--- src/rtl/result_transmitter.sv ---
// Sends one 7-byte result frame (header, four snapshot counts, winner, XOR checksum)
// over a valid/ready byte stream when a report is requested in result mode.
module result_transmitter #(
    parameter int CNT_W = 8
) (
    input  logic             clk,
    input  logic             rst,
    input  logic             mode,
    input  logic             report_req,
    input  logic [CNT_W-1:0] cand1_votes,
    input  logic [CNT_W-1:0] cand2_votes,
    input  logic [CNT_W-1:0] cand3_votes,
    input  logic [CNT_W-1:0] cand4_votes,
    output logic [7:0]       tx_data,
    output logic             tx_valid,
    input  logic             tx_ready,
    output logic             busy,
    output logic             frame_done
);

    typedef enum logic [0:0] {
        ST_IDLE = 1'b0,
        ST_SEND = 1'b1
    } state_t;

    localparam logic [7:0] HDR_BYTE = 8'hA5;
    localparam logic [2:0] LAST_IDX = 3'd6;

    state_t           state_q;
    logic [2:0]       idx_q;
    logic [CNT_W-1:0] snap1_q, snap2_q, snap3_q, snap4_q;
    logic [7:0]       winner_q;
    logic [7:0]       csum_q;
    logic [7:0]       tx_data_q;
    logic             tx_valid_q;
    logic             busy_q;
    logic             frame_done_q;

    logic [7:0]       winner_d;
    logic [7:0]       csum_d;
    logic [2:0]       idx_d;

    // Ties for the maximum (including all-zero) report no winner.
    function automatic logic [7:0] winner_f(input logic [CNT_W-1:0] c1, input logic [CNT_W-1:0] c2,
                                            input logic [CNT_W-1:0] c3, input logic [CNT_W-1:0] c4);
        logic [CNT_W-1:0] max_v;
        logic [7:0]       idx_v;
        logic             tie_v;
        max_v = c1;
        idx_v = 8'd1;
        tie_v = 1'b0;
        if (c2 > max_v) begin
            max_v = c2; idx_v = 8'd2; tie_v = 1'b0;
        end else if (c2 == max_v) begin
            tie_v = 1'b1;
        end
        if (c3 > max_v) begin
            max_v = c3; idx_v = 8'd3; tie_v = 1'b0;
        end else if (c3 == max_v) begin
            tie_v = 1'b1;
        end
        if (c4 > max_v) begin
            idx_v = 8'd4; tie_v = 1'b0;
        end else if (c4 == max_v) begin
            tie_v = 1'b1;
        end
        return tie_v ? 8'h00 : idx_v;
    endfunction

    function automatic logic [7:0] checksum_f(input logic [7:0] b1, input logic [7:0] b2,
                                              input logic [7:0] b3, input logic [7:0] b4,
                                              input logic [7:0] b5);
        return HDR_BYTE ^ b1 ^ b2 ^ b3 ^ b4 ^ b5;
    endfunction

    function automatic logic [7:0] frame_byte_f(input logic [2:0] idx);
        case (idx)
            3'd0:    return HDR_BYTE;
            3'd1:    return 8'(snap1_q);
            3'd2:    return 8'(snap2_q);
            3'd3:    return 8'(snap3_q);
            3'd4:    return 8'(snap4_q);
            3'd5:    return winner_q;
            3'd6:    return csum_q;
            default: return 8'h00;
        endcase
    endfunction

    assign winner_d = winner_f(cand1_votes, cand2_votes, cand3_votes, cand4_votes);
    assign csum_d   = checksum_f(8'(cand1_votes), 8'(cand2_votes), 8'(cand3_votes),
                                 8'(cand4_votes), winner_d);
    assign idx_d    = idx_q + 3'd1;

    // Frame sequencer: snapshot on accept, step one byte per transfer.
    always_ff @(posedge clk) begin
        if (rst) begin
            state_q      <= ST_IDLE;
            idx_q        <= 3'd0;
            snap1_q      <= '0;
            snap2_q      <= '0;
            snap3_q      <= '0;
            snap4_q      <= '0;
            winner_q     <= 8'h00;
            csum_q       <= 8'h00;
            tx_data_q    <= 8'h00;
            tx_valid_q   <= 1'b0;
            busy_q       <= 1'b0;
            frame_done_q <= 1'b0;
        end else begin
            frame_done_q <= 1'b0;
            case (state_q)
                ST_IDLE: begin
                    // The frame_done cycle is still the tail of the previous frame.
                    if (mode && report_req && !frame_done_q) begin
                        snap1_q    <= cand1_votes;
                        snap2_q    <= cand2_votes;
                        snap3_q    <= cand3_votes;
                        snap4_q    <= cand4_votes;
                        winner_q   <= winner_d;
                        csum_q     <= csum_d;
                        idx_q      <= 3'd0;
                        tx_data_q  <= HDR_BYTE;
                        tx_valid_q <= 1'b1;
                        busy_q     <= 1'b1;
                        state_q    <= ST_SEND;
                    end else begin
                        state_q <= ST_IDLE;
                    end
                end
                ST_SEND: begin
                    if (tx_ready) begin
                        if (idx_q == LAST_IDX) begin
                            idx_q        <= 3'd0;
                            tx_data_q    <= 8'h00;
                            tx_valid_q   <= 1'b0;
                            busy_q       <= 1'b0;
                            frame_done_q <= 1'b1;
                            state_q      <= ST_IDLE;
                        end else begin
                            idx_q     <= idx_d;
                            tx_data_q <= frame_byte_f(idx_d);
                        end
                    end else begin
                        state_q <= ST_SEND;
                    end
                end
                default: begin
                    state_q    <= ST_IDLE;
                    idx_q      <= 3'd0;
                    tx_data_q  <= 8'h00;
                    tx_valid_q <= 1'b0;
                    busy_q     <= 1'b0;
                end
            endcase
        end
    end

    assign tx_data    = tx_data_q;
    assign tx_valid   = tx_valid_q;
    assign busy       = busy_q;
    assign frame_done = frame_done_q;

endmodule

--- config.mk ---
export PLATFORM = sky130hd
export DESIGN_NAME = result_transmitter
export DESIGN_NICKNAME = d
export VERILOG_FILES = /design/src/rtl/result_transmitter.sv
export SDC_FILE = /design/constraint.sdc
export NUM_CORES = 1
export LEC_CHECK = 0
export CORE_MARGIN = 5
export CORE_UTILIZATION = 25
export CTS_CLUSTER_DIAMETER = 80
export CTS_CLUSTER_SIZE = 30
export DETAILED_ROUTE_END_ITERATION = 12
export HOLD_SLACK_MARGIN = 0.05
export SYNTH_ARGS = -nofsm -noshare
export SYNTH_HDL_FRONTEND = slang
export SYNTH_SLANG_ARGS = --single-unit
--- constraint.sdc ---
create_clock -name clk -period 6.8 [get_ports clk]
set_input_delay 1.7 -clock clk [delete_from_list [all_inputs] [get_ports clk]]
set_output_delay 1.7 -clock clk [all_outputs]
set_load 0.005 [all_outputs]
* Yosys cells after proc, flatten, opt, wreduce, memory -nomap -nowiden *
Index checks and enable logic that the tools add are counted.

cells by class
  add/sub/neg operators = 1
  magnitude comparators = 3
  eq/ne operators = 13
  multiplexer cells = 30
  bitwise gates (word level) = 7
  reduce and logical (&&, ||, !) cells = 8

operators with widths
  kind                 number
  $mux 8               8
  $pmux 8 s7           1
  $xor 8x8->8          4
  $eq 8x8->1           3
  $gt 8x8->1           3
  $pmux 8 s2           1
  $mux 1               13
  $eq 3x3->1 const B   4
  $mux 3               3
  $eq 3x2->1 const B   2
  $pmux 3 s2           1
  $ne 2x2->1 const B   2
  $not 4->4            1
  $pmux 1 s2           2
  $reduce_and 2->1     2
  $add 3x1->3 const B  1
  $eq 3x1->1 const B   1
  $logic_not 3->1      1
  $reduce_and 3->1     1
  $reduce_or 3->1      1
  $logic_and 1x1->1    2
  $mux 2               1
  $ne 2x1->1 const B   1
  $not 1->1            2
  $logic_not 1->1      1

storage, ports and cells
  register bits after elaboration = 62
  input bits = 37
  output and inout port bits = 11
  logic and storage cells = 73

* Longest topological paths before layout *
Gate-level depths: netlist of the first run.

  depth after elaboration = 9
  depth in mapped cells = 24
  depth with buffers taken out = 21

* Worst setup path before layout of the first run *
OpenSTA, ideal clock, no wires.

  path type = input -> register
  start point = in cand1_votes[1]
  end point = reg csum_q[0]
  setup time = 91 ps
  arrival time = 6,352 ps
  slack = 357 ps
  stages = 24
  cells stage by stage = inv_1 -> ha_1 -> nor2b_1 -> o211ai_1 -> a21oi_1 -> o22ai_1 -> buf_2 -> mux2i_1 -> ha_1 -> nor2b_1 -> o211ai_1 -> a21o_1 -> and2_1 -> or2_2 -> clkbuf_1 -> mux2_2 -> ha_1 -> nor2b_4 -> o211ai_2 -> a21oi_1 -> or4_1 -> buf_2 -> or3_1 -> a311oi_1

between the ends
  word-level cells in the longest chain between the ends = 9

RTL lines
  element                                             RTL line  source
  start: declaration                                  10        input logic [CNT_W-1:0] cand1_votes,
  branches (longest 7 deep; another with $gt 8x8->1)  --
  $mux 8 *                                            67        return tie_v ? 8'h00 : idx_v;
  $xor 8x8->8 *                                       73        return HDR_BYTE ^ b1 ^ b2 ^ b3 ^ b4 ^ b5;
  end signal: assignment                              120       csum_q <= csum_d;
  end: declaration                                    33        logic [7:0] csum_q;

Every way passes the cells marked *.
A chain may end at the register's enable or synchronous reset.

* Final worst setup path of the first run *
Same ends and word-level chain as after synthesis.

==> flow_summary_export.csv, run 1 <==
group,metric,value,unit
clock_network,clk_pin_slew,0.05,ns
logic_synthesis,muxShareOfSynthArea,9.11,%
run,cap_violations,0,
logic_synthesis,yosysSeqAreaShare,34.1,%
logic_synthesis,ys_seq_elements,57,
sta,max_freq,153,MHz
placed_design,portBuffers,47,
min_path,hp-class,"register to register",
worst_setup_path,critPathSlowestCell,"or4_1",
floorplanning,die_area,0.0158,mm²
drt,vias_per_cell,4.89,
logic_synthesis,syn_avg_cell_area,7.92,µm²
worst_setup_path,reg2reg_slack,4.67,ns
floorplanning,core_area,0.0132,mm²
logic_synthesis,syn_inst,423,
placed_design,dp_cells,632,
worst_setup_path,crit_chain,"clkdlybuf4s50_1, inv_1, ha_1, nor2b_1, o211ai_1, a21oi_1, o22ai_2, buf_4, mux2_2, ha_1, nor2b_1, o211ai_1, a21o_1, and2_1, or2_2, mux2_2, ha_1, a21oi_1, o21ai_1, or4_1, or3_1, a311oi_1",
sta,hold_ws,0.447,ns
clock_network,cts_tree,"built",
logic_synthesis,synthArstFlopShare,0,%
sta,rsz0062_at_grt,"no",
floorplanning,num_rows,42,
drt,wl_per_cell,14.7,µm
grt,grt_pass1_vias,2954,
clock_network,ctsRootBufferMaster,"clkbuf_16",
worst_setup_path,arrival,6.76,ns
worst_setup_path,crit_type,"primary input to register",
logic_synthesis,syn-cell-area,0.00335,mm²
floorplanning,fp.dieW,126,µm
finish,mostFrequentLayoutCells,"nand2_1 (86), dfxtp_1 (57), a21oi_1 (54)",
sta,fin_crit,6.53,ns
sta,worst_slack,0.267,ns
floorplanning,start_util,25.4,%
grt,globalRouteOverflowTotal,0,
placed_design,place_area,0.00405,mm²
clock_network,clk_path_buf_depth,2,
drt,vias,3169,
logic_synthesis,ys_warn_count,0,
worst_setup_path,endpoint_kind,"register",
sta,hold_violations,0,
logic_synthesis,synth_xor_area_share,4.45,%
drt,ant_nets,0,
floorplanning,io-pin-count,48,
sta,report.final.slew_viol_count,0,
clock_network,cts_sinks,57,
status,status,"finished clean",
grt,grt_pass1_wl,15700,µm
pwr,power_leakage,0.00166,µW
logic_synthesis,synthSimpleGateAreaFrac,17.7,%
logic_synthesis,synth_enable_flop_cells,0,
finish,finalNonFillerCells,648,
sta,report.final.setup_viol,0,
drt,dr.pass1.iters,4,
pwr,power,1030,µW
drt,wl,9510,µm
logic_synthesis,yosysUniqueCellTypes,49,
grt,antenna_found_initial,0,
pwr,ir_drop,0.000141,V
logic_synthesis,synth_fp_nets,484,
clock_network,htreeDepth,3,
drt,drt_iter0_drc,213,
finish,final_common_cell,"nand2_1",
worst_setup_path,max_stage_delay,0.50,ns
sta,finalCritPeriodShare,96.1,%
worst_setup_path,cp_max_fo,8,
drt,drc,0,
clock_network,clk_latency,0.32,ns
worst_setup_path,path_buf_inv,3,
worst_setup_path,path_delay_family,"simple AND/OR/NAND/NOR gates",
floorplanning,die_h,126,µm
pwr,p_per_area,237,mW/mm²
finish,area_growth,30.3,%
sta,clock-skew-final,0.00525,ns
worst_setup_path,crit_top_cell,"ha_1",
placed_design,pre_cts_ws,-0.132,ns
placed_design,dp_hpwl,7030,µm
finish,final_nets,528,
sta,worst_slew_margin_rel,31.5,%
finish,design_area,0.00436,mm²
placed_design,globalplace.congestion,0.848,
logic_synthesis,synth_compound_area_share,20.1,%
logic_synthesis,synth_ff_type,"dfxtp_1",
finish,diodes,0,
finish,drive_gt1_share,11.4,%
clock_network,cts_made_buffers,9,
logic_synthesis,yosys.area_share.adder,8.97,%
sta,worst_pin_slew,1.03,ns
worst_setup_path,required,7.03,ns
worst_setup_path,crit_path_start_kind,"primary input",
grt,grt_max_degree,57,
grt,grt_util_all_layers,12.1,%
logic_synthesis,synth_top_family_by_area,"compound AO/OA/AOI/OAI gates",
==> logic make-up after synthesis <==
kind of cell	after synthesis
AOI/OAI and AO/OA	109
and+or+nand+nor	139
muxes	29
DFF	57
adders and majority gates	24
xor gates and xnor gates	17
buffers and inverters	48
==> power by group <==
part           internal [µW]  switching [µW]  total [µW]
Sequential               353            11.8         365
Combinational            111             114         225
Clock                    292             152         444
Total                    755             278        1030
==> sequential cells by signal, indices dropped and copies added, names as in the netlist <==
name,cells
tx_data,8
frame_done,1
idx_q,3
state_q,1
winner_q,3
snap4_q,8
snap1_q,8
csum_q,8
snap3_q,8
snap2_q,8
busy,1
==> area by class of cell <==
class                           count  area [µm²]
Tap cell                          176         220
Sequential cell                    57        1140
Fill cell                        1380        8830
Clock inverter                      5        55.1
Timing Repair Buffer               62         578
Clock buffer                       11         243
Multi-Input combinational cell    318        2050
Inverter                           19        71.3
==> synth_stat cells (all sizes together) (3+ instances only) <==
master | number | area share (%)
a31oi | 10 | 1.9
xnor2 | 16 | 4.2
buf | 7 | 1.0
nand3 | 4 | 0.60
dfxtp | 57 | 34
mux2 | 12 | 4.0
ha | 24 | 9.0
nor3 | 3 | 0.45
nand4 | 6 | 1.1
nor2 | 28 | 3.1
nor2b | 4 | 0.97
clkbuf | 22 | 2.5
a211oi | 6 | 1.3
nand2 | 86 | 9.6
o211ai | 3 | 0.82
o22ai | 4 | 0.75
o21ai | 9 | 1.3
inv | 19 | 2.1
a21oi | 55 | 8.2
mux2i | 17 | 5.1
==> tightest hold or removal path, cell delays in order, from the launching register on <==
cell     delay (ns)
dfxtp_1        0.30
nand2_1        0.05
a21oi_1        0.05
==> metrics by stage <==
stage / utilization [%] / setup TNS, ns
finish: 33.1 / 0
global route: 33.1 / 0
CTS: 33.0 / 0
detailed placement: 30.7 / -0.179
global placement: 30.7 / -0.0901
floorplan: - / 0
==> final timing paths <==
check / startpoint / endpoint / depth (start not counted)
worst max-delay path: cand1_votes[1] / csum_q[0] / 22
worst min-delay path: csum_q[5] / csum_q[5] / 2
worst min register to register: csum_q[5] / csum_q[5] / 2
worst max register to register: idx_q[1] / tx_data[0] / 6
==> what timing repair did <==
| item | in CTS | in global routing |
|---|---|---|
| buffers inserted | 0 | 0 |
| hold buffers | 0 | 0 |
| hold endpoints to repair | 0 | 0 |
| endpoints found under the setup margin | 0 | 2 |
| gates resized for setup | 0 | 3 |
==> per-layer routing <==
layer	GRT usage (%)	vias to the layer above	wire length, µm
met1	17.8	1477	4610
met2	17.4	98	4170
li1	-	1575	-
met5	0	-	0
met4	5.36	0	215
met3	1.78	19	514
Note: power is estimated with default switching activity, not from simulation.
==> run 2: changes to the inputs <==
--- a/config.mk
+++ b/config.mk
@@ -5,6 +5,7 @@
 export SDC_FILE = /design/constraint.sdc
 export NUM_CORES = 1
 export LEC_CHECK = 0
+export CAP_MARGIN = 0
 export CORE_MARGIN = 5
 export CORE_UTILIZATION = 25
 export CTS_CLUSTER_DIAMETER = 80
==> results of run 2 <==
Same layout as run 1: the final DEF is identical, and so are final timing and power.
==> edit (config.mk and constraints of run 2) <==
The parameter `CNT_W` goes from 8 to 7.
--- a/src/rtl/result_transmitter.sv
+++ b/src/rtl/result_transmitter.sv
@@ -2,5 +2,5 @@
 // over a valid/ready byte stream when a report is requested in result mode.
 module result_transmitter #(
-    parameter int CNT_W = 8
+    parameter int CNT_W = 7
 ) (
     input  logic             clk,
Ports: changed (resized cand1_votes, cand2_votes, cand3_votes and cand4_votes); port bits go from 48 to 44. No check against the original RTL was run, so the function may have changed too.
==> edit against run 2 <==
  * Wire length down 17%
  * Setup slack better by 200 ps
  * Power decreased by 19%
  * First-iteration DRC count is 36% lower
  * Highest routed layer unchanged
  * Critical endpoint unchanged
  * Worst hold slack hardly changed
  * Sequential cell count is 4 lower
  * Largest cell class unchanged
  * Final area is 13% lower
  * Critical path type unchanged
  * Synthesized area decreased by 8.0%
  * Global-route usage decreased by 0.87 points
==> edit: results (changes against run 2) <==
The fraction of met2 tracks used by global routing was 17.1% (-0.28 points); the global routing met3 resource utilization was 2.38% (+0.60 points). The routability congestion estimate came out at 0.826 (-2.6%). The run gives 7.09 ps (+1.84 ps) as the worst clock skew on the final layout. The run finished with clean final reports. For the filler-free cell count of the finished design, the log shows 576 (-11%). CTS placed an instance of clkbuf_16 at the clock tree root. The run gives 0 (unchanged) as the total of cells resized after clock tree synthesis. The via count is 2682 (-15%), and the static power due to leakage is 1.36 nW (-18%). The number of setup buffers added after CTS is 0 (unchanged). The tools report the number of violations reported at the end of detailed-routing iteration 0 as 136 (-36%). The logs give 57 (unchanged) for the largest net degree at the start of global routing and 34.4% (+0.35 points) for the share of the yosys chip area belonging to registers. The number of global-route vias before repair was 2577 (-13%); the post-synthesis average cell area was 8.11 sq um (+2.5%).

Maximum buffer depth of the clock tree: 2 (unchanged). The count of synthesis-stage warnings from yosys was 0 (unchanged); the number of levels the H-tree was split into was 2 (-1). Yosys attributes the largest share of cell area to dfxtp_1, nand2_1, ha_1. The logs give 0 (unchanged) for the initial antenna violation count and 1293 (-6.3%) for the count of filler cells inserted in the layout. The peak ir drop on the vdd network came out at 111 uV (-21%). The number of search-and-repair iterations in the first detailed-routing pass is 4 (unchanged), and the fraction of final layout cells sized beyond drive strength 1 is 7.60% (-3.8 points).

Largest stage delay on the critical path: 520 ps (+20 ps). Routing usage on met1: 16.1% (-1.7 points). The commonest cells after synthesis are nand2_1, dfxtp_1, a21oi_1, nor2_1.

The library cell contributing the largest single delay on the critical path is clkdlybuf4s50_1. The total track usage is 11.2% (-0.87 points). In this run the worst setup path begins at cand1_votes[6]. The instance count along the most critical hold path came out at 2 (unchanged). The number of distinct library cells after synthesis was 46 (-6.1%); the relative slew slack was 32.1% (+0.63 points).

The run gives 6470 ps (-290 ps) as the arrival time reported for the critical path endpoint. The number of nets in the finished design came out at 461 (-13%). The logs give 290 ps (-30 ps) for the clock latency reported for the late side of the worst-skew pair and 434 (-10%) for the total nets after synthesis. The count of cells along the worst register-to-register path is 5 (-1), and the diode insertion count for antenna repair is 0 (unchanged). Worst min-delay path class: reg -> reg. The run gives 5 (-4) as the number of buffers created by CTS. The largest fanout on the critical path is 9 (+1). The number of input and output port buffers inserted came out at 43 (-8.5%). The pre-CTS setup slack came out at 217 ps (+349 ps). For the placed wire-length estimate after detailed placement, the log shows 5960 microns (-15%). In this run the most critical hold path is launched from csum_q[5]. The average wire length per cell after detail routing works out to 13.8 microns (-6.2%). The beginning of the worst register-to-register path was idx_q[0]. The clock-pin slew reported for the worst setup and hold paths after clock tree synthesis was 70 ps (+20 ps); the total instance count after detailed placement was 568 (-10%). The run gives 13300 microns (-15%) as the wire length of the first global-routing pass.
## edit: changes by cell type in the layout (fill, tap and decap cells not counted), moves of 8 or more
cell	before	now
inv_1	19	11
a21oi_1	54	45
o21ai_0	8	21
mux2_2	12	1
nand2_1	86	71
buf_4	15	4
## edit: layout make-up
cell class	instances	share of cell area, %
clock buffers	5	3.29
inverters	11	1.09
clock inverters	3	1.22
well taps	168	5.53
repair buffers	47	12.0
multi-input cells	289	48.9
flip-flops and latches	53	27.9
## edit: kinds of logic (layout without fill, tap and decap cells)
| kind of cell | count (synthesis) | in the layout | synth area share [%] |
|---|---|---|---|
| adders and majority gates | 21 | 21 | 8.52 |
| DFF | 53 | 53 | 34.4 |
| and+or+nand+nor | 138 | 138 | 20.2 |
| buffers and inverters | 38 | 66 | 5.44 |
| AOI/OAI and AO/OA | 98 | 98 | 19.2 |
| xor gates and xnor gates | 16 | 16 | 4.55 |
| muxes | 16 | 16 | 7.67 |
## edit: where the power goes
part,internal (mW),total [mW],switching (mW)
Sequential,0.327,0.338,0.0110
Combinational,0.0946,0.203,0.108
Clock,0.174,0.291,0.117
## edit: metal layers
layer / wire (microns) / up-vias
met5: 0 / -
met4: 59 / 0
met3: 506 / 5
met2: 3460 / 78
met1: 3910 / 1229
li1: - / 1370
## edit: per-stage QoR
| step | util [%] | area (sq um) |
|---|---|---|
| finish | 31.5 | 3800 |
| global route | 31.5 | 3800 |
| CTS | 31.5 | 3800 |
| detailed placement | 30.1 | 3630 |
| global placement | 30.1 | 3630 |
| floorplan | - | 3080 |
## edit: worst paths after layout
kind | slack, ps | to
worst max-delay path | 470 | csum_q[0]
worst min-delay path | 450 | csum_q[5]
worst max register to register | 4550 | tx_data[1]
worst min register to register | 450 | csum_q[5]
## edit: critical path: cells and delay by family
kind | cells | cell delay, ps
buffers and inverters | 4 | 1000
adder cells (fa/ha/maj) | 3 | 930
AO/OA/AOI/OAI | 11 | 1700
multiplexers | 1 | 250
AND/OR/NAND/NOR | 3 | 680
XOR/XNOR | 1 | 210
